`config.mk`:
```
export PLATFORM = sky130hd
export DESIGN_NAME = x25519_ladder_sequencer
export DESIGN_NICKNAME = d
export VERILOG_FILES = /design/src/rtl/x25519_pkg.sv /design/src/rtl/x25519_ladder_rom.sv /design/src/rtl/x25519_ladder_sequencer.sv
export SDC_FILE = /design/constraint.sdc
export NUM_CORES = 1
export LEC_CHECK = 0
export CAP_MARGIN = 20
export CORE_ASPECT_RATIO = 0.9
export CORE_MARGIN = 1
export CORE_UTILIZATION = 55
export CTS_BUF_LIST = sky130_fd_sc_hd__clkbuf_4 sky130_fd_sc_hd__clkbuf_8
export CTS_CLUSTER_DIAMETER = 30
export DETAILED_ROUTE_END_ITERATION = 16
export GPL_TIMING_DRIVEN = 0
export PLACE_DENSITY = 0.84
export SLEW_MARGIN = 5
export SYNTH_ARGS = -nofsm -noshare
export SYNTH_HDL_FRONTEND = slang
export SYNTH_SLANG_ARGS = --single-unit
```
`constraint.sdc`:
```
create_clock -name clk -period 9.9 [get_ports clk]
set_input_delay 1.485 -clock clk [delete_from_list [all_inputs] [get_ports clk]]
set_output_delay 1.485 -clock clk [all_outputs]
set_load 0.05 [all_outputs]
```
`src/rtl/x25519_pkg.sv`:
```
// Shared types for the X25519 Montgomery-ladder sequencer: micro-op encoding,
// register-file map and the fixed 19-slot ladder schedule.
package x25519_pkg;

  typedef enum logic [1:0] {
    OP_ADD   = 2'd0,
    OP_SUB   = 2'd1,
    OP_MUL   = 2'd2,
    OP_CSWAP = 2'd3
  } op_code_e;

  typedef enum logic [1:0] {
    ST_IDLE  = 2'd0,
    ST_STEP  = 2'd1,
    ST_FINAL = 2'd2
  } state_e;

  localparam logic [3:0] R_X1  = 4'd0;
  localparam logic [3:0] R_X2  = 4'd1;
  localparam logic [3:0] R_Z2  = 4'd2;
  localparam logic [3:0] R_X3  = 4'd3;
  localparam logic [3:0] R_Z3  = 4'd4;
  localparam logic [3:0] R_A24 = 4'd5;
  localparam logic [3:0] R_A   = 4'd6;
  localparam logic [3:0] R_AA  = 4'd7;
  localparam logic [3:0] R_B   = 4'd8;
  localparam logic [3:0] R_BB  = 4'd9;
  localparam logic [3:0] R_E   = 4'd10;
  localparam logic [3:0] R_C   = 4'd11;
  localparam logic [3:0] R_D   = 4'd12;
  localparam logic [3:0] R_DA  = 4'd13;
  localparam logic [3:0] R_CB  = 4'd14;
  localparam logic [3:0] R_T   = 4'd15;

  localparam int LADDER_SLOTS = 19;

  typedef struct packed {
    op_code_e   code;
    logic [3:0] dst;
    logic [3:0] a;
    logic [3:0] b;
  } ladder_uop_t;

  // Slot 0 is the CSWAP; the sequencer drives its operands from the live swap flag.
  localparam ladder_uop_t LADDER_SCHEDULE [LADDER_SLOTS] = '{
    '{OP_CSWAP, R_X1,  R_X1,  R_X1},
    '{OP_ADD,   R_A,   R_X2,  R_Z2},
    '{OP_MUL,   R_AA,  R_A,   R_A},
    '{OP_SUB,   R_B,   R_X2,  R_Z2},
    '{OP_MUL,   R_BB,  R_B,   R_B},
    '{OP_SUB,   R_E,   R_AA,  R_BB},
    '{OP_ADD,   R_C,   R_X3,  R_Z3},
    '{OP_SUB,   R_D,   R_X3,  R_Z3},
    '{OP_MUL,   R_DA,  R_D,   R_A},
    '{OP_MUL,   R_CB,  R_C,   R_B},
    '{OP_ADD,   R_T,   R_DA,  R_CB},
    '{OP_MUL,   R_X3,  R_T,   R_T},
    '{OP_SUB,   R_T,   R_DA,  R_CB},
    '{OP_MUL,   R_T,   R_T,   R_T},
    '{OP_MUL,   R_Z3,  R_X1,  R_T},
    '{OP_MUL,   R_X2,  R_AA,  R_BB},
    '{OP_MUL,   R_T,   R_A24, R_E},
    '{OP_ADD,   R_T,   R_AA,  R_T},
    '{OP_MUL,   R_Z2,  R_E,   R_T}
  };

endpackage

```
`src/rtl/x25519_ladder_rom.sv`:
```
// Combinational slot -> micro-op lookup over the ladder schedule; slots past
// the end of the schedule decode to an all-zero op.
module x25519_ladder_rom
  import x25519_pkg::*;
(
  input  logic [4:0]  slot,
  output ladder_uop_t uop
);

  always_comb begin
    uop = '0;
    if (slot < 5'(LADDER_SLOTS)) uop = LADDER_SCHEDULE[slot];
  end

endmodule

```
`src/rtl/x25519_ladder_sequencer.sv`:
```
// Montgomery-ladder micro-op sequencer for X25519. Optional build macro
// X25519_CLAMP_EN clamps the latched scalar as RFC 7748 decodeScalar does.
module x25519_ladder_sequencer
  import x25519_pkg::*;
#(
  parameter int SCALAR_BITS   = 255,
  parameter int REG_ADDR_BITS = 4
) (
  input  logic                           clk,
  input  logic                           rst_n,
  input  logic                           en,
  input  logic [SCALAR_BITS-1:0]         e,
  input  logic                           abort,
  output logic                           busy,
  output logic                           done,
  output logic                           op_valid,
  input  logic                           op_ready,
  output logic [1:0]                     op_code,
  output logic [REG_ADDR_BITS-1:0]       op_dst,
  output logic [REG_ADDR_BITS-1:0]       op_a,
  output logic [REG_ADDR_BITS-1:0]       op_b,
  output logic [$clog2(SCALAR_BITS)-1:0] bit_index,
  output logic [1:0]                     state_dbg
);

  localparam int IDX_W = $clog2(SCALAR_BITS);
  localparam logic [4:0] LAST_SLOT = 5'(LADDER_SLOTS - 1);
  localparam logic [IDX_W-1:0] TOP_IDX = IDX_W'(SCALAR_BITS - 1);

  state_e                 state;
  logic [SCALAR_BITS-1:0] scalar;
  logic [SCALAR_BITS-1:0] scalar_in;
  logic                   swap;
  logic [4:0]             slot;
  logic [4:0]             next_slot;
  logic [IDX_W-1:0]       idx_dn;
  ladder_uop_t            next_uop;
  logic                   xfer;

  // Handshake: an op transfers on a cycle with op_valid && op_ready; while
  // op_valid is high and op_ready low the op fields are held unchanged, and the
  // following op is presented on the cycle right after a transfer.
  assign xfer      = op_valid && op_ready;
  assign next_slot = (slot == LAST_SLOT) ? 5'd0 : slot + 5'd1;
  assign idx_dn    = bit_index - 1'b1;
  assign state_dbg = state;

`ifdef X25519_CLAMP_EN
  function automatic logic [SCALAR_BITS-1:0] clamp_scalar(input logic [SCALAR_BITS-1:0] k);
    logic [SCALAR_BITS-1:0] r;
    r = k;
    for (int i = 0; i < 3 && i < SCALAR_BITS; i++) r[i] = 1'b0;
    if (SCALAR_BITS == 256) begin
      r[SCALAR_BITS-1] = 1'b0;
      r[SCALAR_BITS-2] = 1'b1;
    end else begin
      r[SCALAR_BITS-1] = 1'b1;
    end
    return r;
  endfunction
  assign scalar_in = clamp_scalar(e);
`else
  assign scalar_in = e;
`endif

  function automatic logic [REG_ADDR_BITS-1:0] swap_arg(input logic flag);
    return {{(REG_ADDR_BITS-1){1'b0}}, flag};
  endfunction

  // Lookahead: the ROM decodes the slot that will be presented after a transfer.
  x25519_ladder_rom u_rom (
    .slot (next_slot),
    .uop  (next_uop)
  );

  always_ff @(posedge clk or negedge rst_n) begin
    if (!rst_n) begin
      state     <= ST_IDLE;
      scalar    <= '0;
      swap      <= 1'b0;
      slot      <= '0;
      bit_index <= '0;
      busy      <= 1'b0;
      done      <= 1'b0;
      op_valid  <= 1'b0;
      op_code   <= '0;
      op_dst    <= '0;
      op_a      <= '0;
      op_b      <= '0;
    end else if (abort) begin
      state    <= ST_IDLE;
      slot     <= '0;
      busy     <= 1'b0;
      done     <= 1'b0;
      op_valid <= 1'b0;
      op_code  <= '0;
      op_dst   <= '0;
      op_a     <= '0;
      op_b     <= '0;
    end else begin
      case (state)
        ST_IDLE: begin
          if (en) begin
            scalar    <= scalar_in;
            swap      <= 1'b0;
            bit_index <= TOP_IDX;
            slot      <= '0;
            busy      <= 1'b1;
            op_valid  <= 1'b1;
            op_code   <= OP_CSWAP;
            op_dst    <= '0;
            op_a      <= '0;
            op_b      <= swap_arg(scalar_in[SCALAR_BITS-1]);
            state     <= ST_STEP;
          end
        end
        ST_STEP: begin
          if (xfer) begin
            if (slot == LAST_SLOT) begin
              slot    <= '0;
              op_code <= OP_CSWAP;
              op_dst  <= '0;
              op_a    <= '0;
              if (bit_index == '0) begin
                op_b  <= swap_arg(swap);
                state <= ST_FINAL;
              end else begin
                bit_index <= idx_dn;
                op_b      <= swap_arg(swap ^ scalar[idx_dn]);
              end
            end else begin
              // swap tracks the bit whose CSWAP has just been issued.
              if (slot == '0) swap <= scalar[bit_index];
              slot    <= next_slot;
              op_code <= next_uop.code;
              op_dst  <= REG_ADDR_BITS'(next_uop.dst);
              op_a    <= REG_ADDR_BITS'(next_uop.a);
              op_b    <= REG_ADDR_BITS'(next_uop.b);
            end
          end
        end
        ST_FINAL: begin
          if (xfer) begin
            op_valid <= 1'b0;
            done     <= 1'b1;
            op_code  <= '0;
            op_b     <= '0;
          end else if (done) begin
            done  <= 1'b0;
            busy  <= 1'b0;
            state <= ST_IDLE;
          end
        end
        default: state <= ST_IDLE;
      endcase
    end
  end

endmodule

```
==> flow_metrics.tcl <==
set metrics [dict create \
    finalInstanceArea_um2 20600 \
    required_ps 10400 \
    min-delay-start "op_a[0]$_DFFE_PN0P_" \
    cts_tree "built" \
    dp.final_hpwl_um 35000 \
    min_period_over_period_pct 59.9 \
    core_area_um2 28200 \
    p_int_mw 3.45 \
    critPathMaxStageDelay_ps 770 \
    use_met2_pct 53.3 \
    r2r_setup_slack_ps 3970 \
    netlist_instances 1103 \
    final_cell_mix "dfrtp_1, clkdlybuf4s50_1, mux2_2" \
    place.gp.congestion 0.940 \
    cts_max_level 2 \
    ant_nets 0 \
    clock_latency_ps 630 \
    viasPerCell 6.42 \
    vias 11900 \
    timing.rr.end "op_b[0]$_DFFE_PN0P_" \
    critical_path.most_common_cell "clkbuf_1" \
    worstSetupEndpointType "flop" \
    synth_nets 1380 \
    grt_usage_pct 33.5 \
    path_delay_family "buffers and inverters" \
    fmaxAchievable_mhz 169 \
    dr.pass1.iters 5 \
    num-fill-cells 1835 \
    min_delay_path_depth 2 \
    p_comb_share_pct 29.6 \
    ctsResizeCount 0 \
    start_kind "flop" \
    wl_per_cell_um 25.9 \
    synth_seq_cells 288 \
    antenna_found_initial 1 \
    hold_class "reg -> reg" \
    layout.cells.non_filler 1859 \
    cp_num_buf_inv 6 \
    r2r-start "bit_index[1]$_DFFE_PN0P_" \
    rsz0062_at_grt "no" \
    power_density_nw_per_um2 239 \
    timing.setup.critical_path_class "reg -> reg" \
    sequentialPowerShare_pct 41.1 \
    drc 0 \
    status "finished clean" \
    grt_pass1_wl_um 73000 \
    synth_edf_count 0 \
    final_nets 1731 \
    fin_total_pwr_mw 4.93 \
    placed_cells 1752 \
    drtIter0Drc 1236 \
    top_level_ports 287 \
    finalSetupViolCount 0 \
    postRouteWirelength_um 48200 \
    clock_skew_ps 33.2 \
    sw_frac_of_total_pct 30.0 \
    slowest_stage "clkbuf_1" \
    use_met1_pct 44.1 \
    synth_flop_cell "dfrtp_1" \
    cts_buffers 60 \
    postCtsSetupBuffers 0 \
    finalCriticalPeriod_ps 5930 \
    netlist_area_um2 15800 \
    layout_commonest_cell "dfrtp_1" \
    ys_seq_area_share_pct 45.5 \
    place_area_um2 19200 \
    switchingPower_mw 1.48 \
    cap_violations 0 \
    hold_viol 0 \
    ys_async_sr_fraction_pct 100 \
    crit_chain "buf_2, buf_1, clkbuf_1, inv_1, ha_1, clkbuf_1, clkbuf_1, mux4_2, mux2i_1, a21oi_1, a211o_1, a211oi_1, a2111oi_0, a211oi_1" \
    cts_buffer_depth 3 \
    holdBufCountCts 0 \
    fp.dieArea_um2 29500 \
    syn2layout_area_growth_pct 30.3 \
    n_antenna_cell 0 \
    busiest_layer "met2" \
    slew_headroom_pct 23.2 \
    clkPwrFrac_pct 29.4 \
    synth_warnings 0 \
    cts.sinks 288 \
    cts_root_buffer "clkbuf_8" \
    grt_pass1_vias 12500 \
    die-height_um 163 \
    grt_start_max_net_pins 120 \
    die_w_um 181 \
    use_met3_pct 9.59 \
    overflow 0 \
    slew_violations 0 \
    num_rows 58 \
    power.leakage_nw 8.25 \
    hold_end "op_a[0]$_DFFE_PN0P_" \
    tightest_slew_ps 1150 \
    synth.distinct_cells 56 \
    cp_max_fo 10 \
    timing.hold.ws_ps 472 \
    port_buffers 285 \
    max-vdd-ir-drop_v 0.000141 \
    reg2regPathDepth 14 \
    start_util_pct 56.2 \
    clkTransAtPathRegs_ps 60 \
    critPathArrivalTime_ps 6430 \
    syn_avg_cell_area_um2 14.4 \
    drive_above_1_share_pct 37.0 \
]
[flip-flops by register name, indices dropped and copies added (netlist names)]
name and flops:
bit_index 8, busy 1, done 1, op_a 4, op_b 4, op_code 2
op_dst 4, op_valid 1, scalar 255, slot 5, state_dbg 2, swap 1
[cell usage after synthesis (7+ instances only)]
master    number  share of area [%]
dfrtp_1      288                 46
mux2_2       263                 19
mux4_2       152                 22
clkbuf_1      62                1.5
nand2_1       56                1.3
o21ai_0       35                1.1
a21oi_1       34                1.1
nor2_1        34               0.81
ha_1          17                1.3
inv_1         16               0.38
buf_4         13               0.62
nand3_1       12               0.38
mux2i_1        8               0.51
a211o_1        7               0.39
a31oi_1        7               0.28
nor3_1         7               0.22
[power groups by stage]
stage / logic [mW] / registers [mW] / clock network [mW]
after floorplan: 1.02 / 1.92 / 0
after detailed placement: 1.44 / 2.02 / 0
after global placement: 1.39 / 1.98 / 0
after CTS: 1.45 / 2.00 / 1.46
after global routing: 1.55 / 2.07 / 1.52
final: 1.46 / 2.02 / 1.45
[cell type report]
class | count | area, µm² | share of cell area (%)
plain buffers | 83 | 368 | 1.78
clock buffers | 84 | 1090 | 5.27
clock inverters | 23 | 315 | 1.53
inverters | 18 | 67.6 | 0.328
multi-input cells | 714 | 8190 | 39.7
flip-flops and latches | 288 | 7210 | 34.9
well taps | 360 | 450 | 2.18
repair buffers | 289 | 2940 | 14.2
[worst max-delay path by stage]
| stage | to | depth (start not counted) | slack, ps | from |
|---|---|---|---|---|
| 2_1_floorplan | op_b[0]$_DFFE_PN0P_ | 15 | 5370 | bit_index[1]$_DFFE_PN0P_ |
| 5_1_grt | op_b[0]$_DFFE_PN0P_ | 13 | 3890 | bit_index[1]$_DFFE_PN0P_ |
| 3_3_place_gp | op_dst[3]$_DFFE_PN0P_ | 1 | -4750 | rst_n |
| 3_5_place_dp | op_b[0]$_DFFE_PN0P_ | 14 | 4270 | bit_index[1]$_DFFE_PN0P_ |
| 6_report | op_b[0]$_DFFE_PN0P_ | 14 | 3970 | bit_index[1]$_DFFE_PN0P_ |
| 4_1_cts | op_b[0]$_DFFE_PN0P_ | 14 | 4190 | bit_index[1]$_DFFE_PN0P_ |
[stage by stage]
| step | setup TNS, ps | setup WS, ps | util, % |
|---|---|---|---|
| after floorplan | 0 | 5370 | - |
| after global placement | -1358880 | -4750 | 68.0 |
| after detailed placement | 0 | 4270 | 68.3 |
| after CTS | 0 | 4190 | 73.3 |
| after global routing | 0 | 3890 | 73.3 |
| final | 0 | 3970 | 73.3 |
[worst reg2reg max path: stages, from the launching register on]
cell and delay, ps:
dfrtp_1 370, buf_2 320, buf_1 750, clkbuf_1 480, inv_1 130, ha_1 330
clkbuf_1 760, clkbuf_1 770, mux4_2 440, mux2i_1 270, a21oi_1 130, a211o_1 310
a211oi_1 340, a2111oi_0 150, a211oi_1 250
[cell families (layout without fill, tap and decap cells)]
| group | after synthesis | in the layout | share of synthesized area [%] |
|---|---|---|---|
| fa+ha+maj | 17 | 17 | 1.34 |
| xor+xnor | 8 | 8 | 0.442 |
| flops | 288 | 288 | 45.5 |
| mux | 423 | 423 | 40.8 |
| compound gates | 122 | 122 | 4.84 |
| buf+inv | 101 | 497 | 2.75 |
| simple gates | 144 | 144 | 4.28 |
[per-layer routing]
metal	share of wire, %	wire, µm	vias up
met3	10	4930	129
met1	39	18700	6089
met2	47	22900	750
met4	3.4	1640	2
li1	-	-	4972
met5	0.035	17	-
No activity file was read; power rests on OpenSTA's default activity.
